$ cat src/rtl/scmp_bus_if_if.sv
// Bus bundle between the SC/MP core side, the bridge and the memory fabric.
// The bridge uses the slave modport; the core/memory model side uses master.
interface scmp_bus_if_if;
  // core-side bus
  logic [11:0] cpu_addr;
  logic [7:0]  cpu_D_o;
  logic        cpu_ADS_n;
  logic        cpu_RD_n;
  logic        cpu_WR_n;
  logic [7:0]  cpu_D_i;
  // memory-side bus
  logic [15:0] mem_addr;
  logic        mem_rd;
  logic        mem_we;
  logic [7:0]  mem_wdata;
  logic [7:0]  mem_rdata;
  logic        mem_rvalid;
  // cycle status
  logic [3:0]  cyc_flags;
  logic        halt_p;
  logic        late_err;
  logic        wp_err;

  modport slave (
    input  cpu_addr, cpu_D_o, cpu_ADS_n, cpu_RD_n, cpu_WR_n,
    input  mem_rdata, mem_rvalid,
    output cpu_D_i,
    output mem_addr, mem_rd, mem_we, mem_wdata,
    output cyc_flags, halt_p, late_err, wp_err
  );

  modport master (
    output cpu_addr, cpu_D_o, cpu_ADS_n, cpu_RD_n, cpu_WR_n,
    output mem_rdata, mem_rvalid,
    input  cpu_D_i,
    input  mem_addr, mem_rd, mem_we, mem_wdata,
    input  cyc_flags, halt_p, late_err, wp_err
  );
endinterface

$ cat src/rtl/scmp_bus_if.sv
// SC/MP external bus to synchronous single-port memory bridge.
// Latches address and cycle flags on the ADS falling edge, issues the read
// early, holds the returned byte for the core and emits one write strobe per
// write cycle. Late read data and writes into the protected region are
// flagged with sticky error bits.
module scmp_bus_if #(
  parameter int unsigned RD_LAT    = 2,
  parameter logic [15:0] ROM_TOP   = 16'h0FFF,
  parameter logic [7:0]  IDLE_DATA = 8'hFF
) (
  input  logic          clk,
  input  logic          rst_n,
  scmp_bus_if_if.slave  bus
);

  localparam int LAT_W = $clog2(RD_LAT + 2);
  localparam logic [LAT_W-1:0] LAT_MAX = LAT_W'(RD_LAT + 1);
  localparam logic [LAT_W-1:0] LAT_LIM = LAT_W'(RD_LAT);

  typedef enum logic [1:0] {
    IDLE    = 2'd0,
    RD_PEND = 2'd1,
    RD_DONE = 2'd2,
    WR_WAIT = 2'd3
  } state_t;

  state_t           state_q, state_d;
  logic             ads_n_q, ads_n_d;
  logic [15:0]      addr_q, addr_d;
  logic [3:0]       flags_q, flags_d;
  logic             rd_q, rd_d;
  logic             we_q, we_d;
  logic [7:0]       wdata_q, wdata_d;
  logic [7:0]       rdata_q, rdata_d;
  logic             rdata_vld_q, rdata_vld_d;
  logic             halt_q, halt_d;
  logic             late_q, late_d;
  logic             wp_q, wp_d;
  logic [1:0]       drop_q, drop_d;
  logic [LAT_W-1:0] lat_q, lat_d;
  logic             ads_edge;

  function automatic logic [1:0] drop_inc(input logic [1:0] v);
    return (v == 2'd3) ? v : v + 2'd1;
  endfunction

  function automatic logic [LAT_W-1:0] lat_inc(input logic [LAT_W-1:0] v);
    return (v >= LAT_MAX) ? LAT_MAX : v + 1'b1;
  endfunction

  // ADS acts only on its falling edge, so a long strobe starts one cycle
  assign ads_edge = !bus.cpu_ADS_n && ads_n_q;

  // Next-state and output logic; returned data is handled before an ADS abort
  always_comb begin
    state_d     = state_q;
    ads_n_d     = bus.cpu_ADS_n;
    addr_d      = addr_q;
    flags_d     = flags_q;
    rd_d        = 1'b0;
    we_d        = 1'b0;
    wdata_d     = wdata_q;
    rdata_d     = rdata_q;
    rdata_vld_d = rdata_vld_q;
    halt_d      = 1'b0;
    late_d      = late_q;
    wp_d        = wp_q;
    drop_d      = drop_q;
    lat_d       = lat_q;

    // A returning byte first retires an aborted read, else completes ours
    if (bus.mem_rvalid) begin
      if (drop_q != 2'd0) begin
        drop_d = drop_q - 2'd1;
      end else if (state_q == RD_PEND) begin
        rdata_d     = bus.mem_rdata;
        rdata_vld_d = 1'b1;
        state_d     = RD_DONE;
      end
    end

    case (state_q)
      RD_PEND: begin
        lat_d = lat_inc(lat_q);
        // core strobing read data that is not here yet, or memory too slow
        if (!bus.cpu_RD_n || (lat_q > LAT_LIM)) late_d = 1'b1;
      end
      WR_WAIT: begin
        // a fresh ADS in the same cycle starts a new cycle instead
        if (!bus.cpu_WR_n && !ads_edge) begin
          state_d = IDLE;
          if (addr_q <= ROM_TOP) begin
            wp_d = 1'b1;
          end else begin
            we_d    = 1'b1;
            wdata_d = bus.cpu_D_o;
          end
        end
      end
      default: ;
    endcase

    if (ads_edge) begin
      // still pending after rvalid handling means the old read is abandoned
      if (state_d == RD_PEND) drop_d = drop_inc(drop_d);
      addr_d      = {bus.cpu_D_o[3:0], bus.cpu_addr};
      flags_d     = bus.cpu_D_o[7:4];
      rdata_vld_d = 1'b0;
      halt_d      = bus.cpu_D_o[7];
      lat_d       = '0;
      if (bus.cpu_D_o[4]) begin
        rd_d    = 1'b1;
        state_d = RD_PEND;
      end else begin
        state_d = WR_WAIT;
      end
    end
  end

  // State register; everything returns to idle values as soon as rst_n falls
  always_ff @(posedge clk or negedge rst_n) begin
    if (!rst_n) begin
      state_q     <= IDLE;
      ads_n_q     <= 1'b1;
      addr_q      <= '0;
      flags_q     <= '0;
      rd_q        <= 1'b0;
      we_q        <= 1'b0;
      wdata_q     <= '0;
      rdata_q     <= '0;
      rdata_vld_q <= 1'b0;
      halt_q      <= 1'b0;
      late_q      <= 1'b0;
      wp_q        <= 1'b0;
      drop_q      <= '0;
      lat_q       <= '0;
    end else begin
      state_q     <= state_d;
      ads_n_q     <= ads_n_d;
      addr_q      <= addr_d;
      flags_q     <= flags_d;
      rd_q        <= rd_d;
      we_q        <= we_d;
      wdata_q     <= wdata_d;
      rdata_q     <= rdata_d;
      rdata_vld_q <= rdata_vld_d;
      halt_q      <= halt_d;
      late_q      <= late_d;
      wp_q        <= wp_d;
      drop_q      <= drop_d;
      lat_q       <= lat_d;
    end
  end

  assign bus.cpu_D_i   = (rdata_vld_q && !bus.cpu_RD_n) ? rdata_q : IDLE_DATA;
  assign bus.mem_addr  = addr_q;
  assign bus.mem_rd    = rd_q;
  assign bus.mem_we    = we_q;
  assign bus.mem_wdata = wdata_q;
  assign bus.cyc_flags = flags_q;
  assign bus.halt_p    = halt_q;
  assign bus.late_err  = late_q;
  assign bus.wp_err    = wp_q;

endmodule

$ cat src/flat_wrapper.sv
// flat-port wrapper written by rule: the top's interface ports become plain ports
module scmp_bus_if_flat 
#(
  parameter int unsigned RD_LAT    = 2,
  parameter logic [15:0] ROM_TOP   = 16'h0FFF,
  parameter logic [7:0]  IDLE_DATA = 8'hFF
)
  (clk, rst_n, bus_cpu_addr, bus_cpu_D_o, bus_cpu_ADS_n, bus_cpu_RD_n, bus_cpu_WR_n, bus_mem_rdata, bus_mem_rvalid, bus_cpu_D_i, bus_mem_addr, bus_mem_rd, bus_mem_we, bus_mem_wdata, bus_cyc_flags, bus_halt_p, bus_late_err, bus_wp_err);
  scmp_bus_if_if bus_i ();
  input  logic clk;
  input  logic rst_n;
  input wire logic [$bits(bus_i.cpu_addr)-1:0] bus_cpu_addr;
  input wire logic [$bits(bus_i.cpu_D_o)-1:0] bus_cpu_D_o;
  input wire logic [$bits(bus_i.cpu_ADS_n)-1:0] bus_cpu_ADS_n;
  input wire logic [$bits(bus_i.cpu_RD_n)-1:0] bus_cpu_RD_n;
  input wire logic [$bits(bus_i.cpu_WR_n)-1:0] bus_cpu_WR_n;
  input wire logic [$bits(bus_i.mem_rdata)-1:0] bus_mem_rdata;
  input wire logic [$bits(bus_i.mem_rvalid)-1:0] bus_mem_rvalid;
  output wire logic [$bits(bus_i.cpu_D_i)-1:0] bus_cpu_D_i;
  output wire logic [$bits(bus_i.mem_addr)-1:0] bus_mem_addr;
  output wire logic [$bits(bus_i.mem_rd)-1:0] bus_mem_rd;
  output wire logic [$bits(bus_i.mem_we)-1:0] bus_mem_we;
  output wire logic [$bits(bus_i.mem_wdata)-1:0] bus_mem_wdata;
  output wire logic [$bits(bus_i.cyc_flags)-1:0] bus_cyc_flags;
  output wire logic [$bits(bus_i.halt_p)-1:0] bus_halt_p;
  output wire logic [$bits(bus_i.late_err)-1:0] bus_late_err;
  output wire logic [$bits(bus_i.wp_err)-1:0] bus_wp_err;
  assign bus_i.cpu_addr = bus_cpu_addr;
  assign bus_i.cpu_D_o = bus_cpu_D_o;
  assign bus_i.cpu_ADS_n = bus_cpu_ADS_n;
  assign bus_i.cpu_RD_n = bus_cpu_RD_n;
  assign bus_i.cpu_WR_n = bus_cpu_WR_n;
  assign bus_i.mem_rdata = bus_mem_rdata;
  assign bus_i.mem_rvalid = bus_mem_rvalid;
  assign bus_cpu_D_i = bus_i.cpu_D_i;
  assign bus_mem_addr = bus_i.mem_addr;
  assign bus_mem_rd = bus_i.mem_rd;
  assign bus_mem_we = bus_i.mem_we;
  assign bus_mem_wdata = bus_i.mem_wdata;
  assign bus_cyc_flags = bus_i.cyc_flags;
  assign bus_halt_p = bus_i.halt_p;
  assign bus_late_err = bus_i.late_err;
  assign bus_wp_err = bus_i.wp_err;
  scmp_bus_if #(.RD_LAT(RD_LAT), .ROM_TOP(ROM_TOP), .IDLE_DATA(IDLE_DATA)) u_core (.clk(clk), .rst_n(rst_n), .bus(bus_i));
endmodule
$ cat config.mk
export PLATFORM = sky130hd
export DESIGN_NAME = scmp_bus_if_flat
export DESIGN_NICKNAME = d
export VERILOG_FILES = /design/src/rtl/scmp_bus_if_if.sv /design/src/rtl/scmp_bus_if.sv /design/src/flat_wrapper.sv
export SDC_FILE = /design/constraint.sdc
export NUM_CORES = 1
export LEC_CHECK = 0
export ABC_AREA = 1
export CORE_MARGIN = 3
export CORE_UTILIZATION = 39
export DETAILED_ROUTE_END_ITERATION = 6
export GPL_TIMING_DRIVEN = 0
export PLACE_DENSITY_LB_ADDON = 0.1
export SLEW_MARGIN = 30
export SYNTH_ARGS = -nofsm -noshare
export SYNTH_HDL_FRONTEND = slang
export SYNTH_SLANG_ARGS = --single-unit
$ cat constraint.sdc
create_clock -name clk -period 1.2 [get_ports clk]
set_input_delay 0.24 -clock clk [delete_from_list [all_inputs] [get_ports clk]]
set_output_delay 0.24 -clock clk [all_outputs]
set_load 0.1 [all_outputs]
=== Yosys cells after proc, flatten, opt, wreduce, memory -nomap -nowiden ===
Index checks and enable logic that the tools add are counted.

* Bits in registers: 49
* Input port bits: 34
* Word-level logic and storage cells: 69

* Add/sub/neg operators: 3
* Order comparisons: 3
* Equal/unequal tests: 5
* Muxes and demuxes: 26
* Bitwise logic cells: 2
* Reductions and logical operators: 16

{| class="wikitable"
|+ Operator list
! operator !! count
|-
| $mux 2 || 15
|-
| $le 16x12->1 const B || 1
|-
| $reduce_and 3->1 || 4
|-
| $mux 1 || 10
|-
| $mux 8 || 1
|-
| $reduce_bool 2->1 || 3
|-
| $add 2x1->2 const B || 2
|-
| $eq 2x1->1 const B || 2
|-
| $eq 2x2->1 const B || 2
|-
| $logic_not 1->1 || 4
|-
| $logic_and 1x1->1 || 3
|-
| $ge 2x2->1 const B || 1
|-
| $gt 2x2->1 const B || 1
|-
| $ne 2x1->1 const B || 1
|-
| $not 1->1 || 2
|-
| $reduce_and 2->1 || 1
|-
| $sub 2x1->2 const B || 1
|-
| $logic_or 1x1->1 || 1
|}

=== Logic depth before layout (Yosys ltp) ===
* Depth in word-level cells: 9
* Gate-level depth with buffers: 7

=== Worst setup path before layout ===
No wires, ideal clock.

* Path kind: register -> register
* From: reg u_core.addr_q[13] (netlist: u_core.bus.mem_addr[13])
* To: reg u_core.wdata_q[0] (netlist: u_core.bus.mem_wdata[0])
* Library setup time: 0.122 ns
* Arrival time: 1.547 ns
* Required time: 1.078 ns
* Slack: -0.469 ns
* Stages on the path, launching flop included: 6
* Period minus slack after synthesis: 1.669 ns
* Cells stage by stage: dfrtp_1 -> nor2_1 -> nand2_1 -> nand2_4 -> nand2_1 -> nand2_1

* Word-level cells in the longest chain between the ends: 3

{| class="wikitable"
|+ RTL lines
! item !! line !! RTL
|-
| start, declared || scmp_bus_if.sv:29 || <nowiki>logic [15:0] addr_q, addr_d;</nowiki>
|-
| start signal, assigned || scmp_bus_if.sv:140 || <nowiki>addr_q <= addr_d;</nowiki>
|-
| $le 16x12->1 || scmp_bus_if.sv:92 || <nowiki>if (addr_q <= ROM_TOP) begin</nowiki>
|-
| $not 1->1 (no source line) || - ||
|-
| $reduce_and 3->1 (no source line) || - ||
|-
| end signal, assigned || scmp_bus_if.sv:144 || <nowiki>wdata_q <= wdata_d;</nowiki>
|-
| end, declared || scmp_bus_if.sv:33 || <nowiki>logic [7:0] wdata_q, wdata_d;</nowiki>
|}

No other way between the ends.
A chain may end at the register's enable or synchronous reset.

=== Worst setup path after layout ===
* From: reg u_core.rdata_vld_q
* To: out bus_cpu_D_i[4]

* Word-level cells in the longest chain between the ends: 2

{| class="wikitable"
|+ RTL lines
! item !! line !! RTL
|-
| start, declared || scmp_bus_if.sv:35 || <nowiki>logic rdata_vld_q, rdata_vld_d;</nowiki>
|-
| start signal, assigned || scmp_bus_if.sv:146 || <nowiki>rdata_vld_q <= rdata_vld_d;</nowiki>
|-
| $logic_and 1x1->1 || scmp_bus_if.sv:155 || <nowiki>assign bus.cpu_D_i = (rdata_vld_q && !bus.cpu_RD_n) ? rdata_q : IDLE_DATA;</nowiki>
|-
| $mux 8 || scmp_bus_if.sv:155 ||
|-
| end, declared || flat_wrapper.sv:19 || <nowiki>output wire logic [$bits(bus_i.cpu_D_i)-1:0] bus_cpu_D_i;</nowiki>
|}

No other way between the ends.

==> summary.md <==
| Metric | Value |
|---|---|
| Status | `finished with violations` |
| Failing checks | `negative setup slack` |
| R2R Path Start | `u_core.bus.mem_addr[14]` |
| # rows | `25` |
| Worst slew margin | `0.5935` |
| Tmin final | `roughly 1.4 ns` |
| GRT overflow | `0` |
| CTS tree | `done` |
| Initial antenna violation count | `0` |
| Post-Syn Area | `1998 um2` |
| Placed cell area | `2927 um2` |
| Critical path launch point type | `flip-flop` |
| First DRT Iteration DRCs | `120` |
| Hold_sp | `bus_cpu_ADS_n` |
| DIE HEIGHT | `77.58 um` |
| Layout Nets | `362` |
| Num CTS Buffers | `5` |
| Clock root cell | `clkbuf_8` |
| Drt via density | `4.505` |
| Drt pass-1 iters | `4` |
| WL final | `5.101 mm` |
| RSZ-0062 raised after global routing | `yes` |
| Routed WL per cell | `roughly 13 um` |
| Syn avg cell area | `8.688 um2` |
| Clk buf depth | `2` |
| Critical Path RT | `roughly 0.96 ns` |
| Leak | `1.796 nW` |
| Final worst slack | `-0.2409 ns` |
| Total number of vias | `1,784` |
| Critical path origin | `u_core.rdata_vld_q` |
| Power Dens Cells | `2097 nW/um2` |
| Hold Vio Cnt, Final | `0` |
| Post-Synthesis Cells | `230` |
| Yosys reg bits | `49` |
| Max-Cap Viols | `0` |
| Largest net degree at the start of global routing | `50` |
| Final Cycle Share | `1.201` |
| FMAX | `a little under 700 MHz` |
| Vias in the first global route | `1,709` |
| Crit end category | `output port` |
| Worst hold path class | `in -> reg` |
| Initial core utilization | `0.4121` |
| CP max FO | `8` |
| GR Util All Layers | `0.1661` |
| Clock net sink count | `49` |
| Crit path DAT | `1.20 ns` |
| CTS H-Tree Depth | `2` |
| I/O Pins | `75` |
| Global-route wire length before repair | `around 8.0 mm` |
| Peak supply drop | `~1.3 mV` |
| Syn nets | `264` |
| Clk slew on worst S/H paths | `about 0.090 ns` |
| Cell Count, Final, Fillers Out | `396` |
| Number of port buffers | `74` |
| Placed cells | `371` |
| Area Overhead vs Synth | `76.64%` |
| R2r setup slk | `-0.02 ns` |
| Yosys warns | `0` |
| ANT nets after route | `0` |
| Worst Skew | `approximately 0.0088 ns` |
| Worst slew pin tran | `0.6098 ns` |
| Die width | `77.58 um` |
| RD Place Congestion | `0.6963` |
| Layout cells sized above 1 | `0.3860` |
| Final Max Tran Viols | `0` |
| Diodes inserted | `0` |
| Fin area | `3530 um2` |
| Worst skew pair latency | `0.30 ns` |
| Final HPWL DP | `3.272 mm` |
| Final setup violation count | `18` |
| Core Region | `4848 um2` |
| CP Class | `reg -> out` |
| Die area | `6019 um2` |
| Yosys cell types | `18` |
| Number of remaining DRC errors | `0` |
| Seq/Total Area, Yosys | `0.6143` |
| Fillers | `359` |
placed cells by master, fill, tap and decap left out, drive strengths merged:
cell / Yosys / final
nand2: 101 / 103
buf: 5 / 60
dfrtp: 48 / 48
clkdlybuf4s50: 0 / 29
inv: 22 / 22
nor2: 19 / 19
nand3: 13 / 13
a21oi: 12 / 12
clkbuf: 1 / 9
o21ai: 6 / 6
dlymetal6s2s: 0 / 3
o211ai: 1 / 1
or2: 1 / 1
clkinvlp: 0 / 1
dlygate4sd3: 0 / 1
dfstp: 1 / 1
cells in the mapped netlist:
master | instances | share of area
inv_2 | 1 | 0.0019
buf_2 | 3 | 0.0075
nand3_1 | 12 | 0.030
nand2_1 | 100 | 0.19
a21oi_1 | 12 | 0.030
buf_6 | 1 | 0.0056
nand3_4 | 1 | 0.0088
clkbuf_1 | 1 | 0.0019
o21ai_0 | 6 | 0.015
o211ai_1 | 1 | 0.0038
dfstp_2 | 1 | 0.013
dfrtp_1 | 48 | 0.60
buf_1 | 1 | 0.0019
nor2_4 | 2 | 0.011
nand2_4 | 1 | 0.0056
inv_1 | 21 | 0.039
nor2_1 | 17 | 0.032
or2_2 | 1 | 0.0031
area by class of cell:
cell class	count	area, um2	share of cell area
repair buffers	89	1090	0.3088
clock buffers	7	76.32	0.02162
multi-input cells	155	900.9	0.2552
flip-flops and latches	49	1245	0.3527
plain buffers	6	43.79	0.01241
clock inverters	1	7.507	0.002127
inverters	22	82.58	0.02340
well taps	67	83.83	0.02375
stage by stage:
step	util	setup slack, ns	total power, mW	hold WS [ns]	TNS (ns)
floorplan	-	-0.04250	4.899	-0.05559	-0.3400
CTS	0.6591	-0.2621	6.913	0.3656	-2.159
global placement	0.6041	-1.853	5.707	0.4556	-116.17
finish	0.7280	-0.2409	7.402	0.09592	-2.032
detailed placement	0.6036	-1.235	5.747	0.2996	-41.57
global route	0.7280	-0.3019	7.740	0.08563	-3.105
final timing paths:
check	cells after the start	end
setup / recovery	5	bus_cpu_D_i[4]
hold / removal	1	u_core.ads_n_q
setup reg to reg	6	u_core.bus.mem_wdata[1]
hold reg to reg	1	u_core.bus.late_err
max in group asynchronous	2	u_core.bus.mem_addr[15]
min in group asynchronous	2	u_core.rdata_q[6]
flip-flops by register name, summed over array words and instances (netlist names):
name                  flops
u_core.rdata_vld_q        1
u_core.drop_q             2
u_core.bus.halt_p         1
u_core.bus.mem_addr      16
u_core.bus.cyc_flags      4
u_core.state_q            2
u_core.bus.late_err       1
u_core.bus.mem_wdata      8
u_core.bus.mem_rd         1
u_core.bus.wp_err         1
u_core.ads_n_q            1
u_core.lat_q              2
u_core.bus.mem_we         1
u_core.rdata_q            8
timing repair:
action                     CTS  global route
setup endpoints to repair   73            63
hold endpoints to repair    48             0
hold buffers                 1             0
setup buffers                8             5
resized for setup          299            80
gates cloned                 0             3
pin swaps                    3            13
cells by family after synthesis:
kind of cell	after synthesis	share of synthesized area
compound gates	19	0.04884
buf+inv	28	0.05823
flops	49	0.6143
simple gates	134	0.2787
critical path, stage by stage (launching register included):
cell     delay (ns)
dfrtp_1        0.36
inv_2          0.05
nor2_4         0.10
buf_12         0.17
nand2_4        0.06
buf_12         0.16
power by group:
group	internal [mW]	leakage (nW)	switching [mW]
registers	2.09	0.587	0.317
logic	1.27	1.17	2.79
clock network	0.413	0.0385	0.522
total	3.77	1.80	3.63
layer usage:
metal	up-vias	GRT usage	routed length [um]
met5	-	0	0
met4	0	0.04448	65
met3	7	0.05336	319
met2	52	0.2603	2490
met1	826	0.2217	2226
li1	899	-	-
Power figures use the tool's default switching activity.
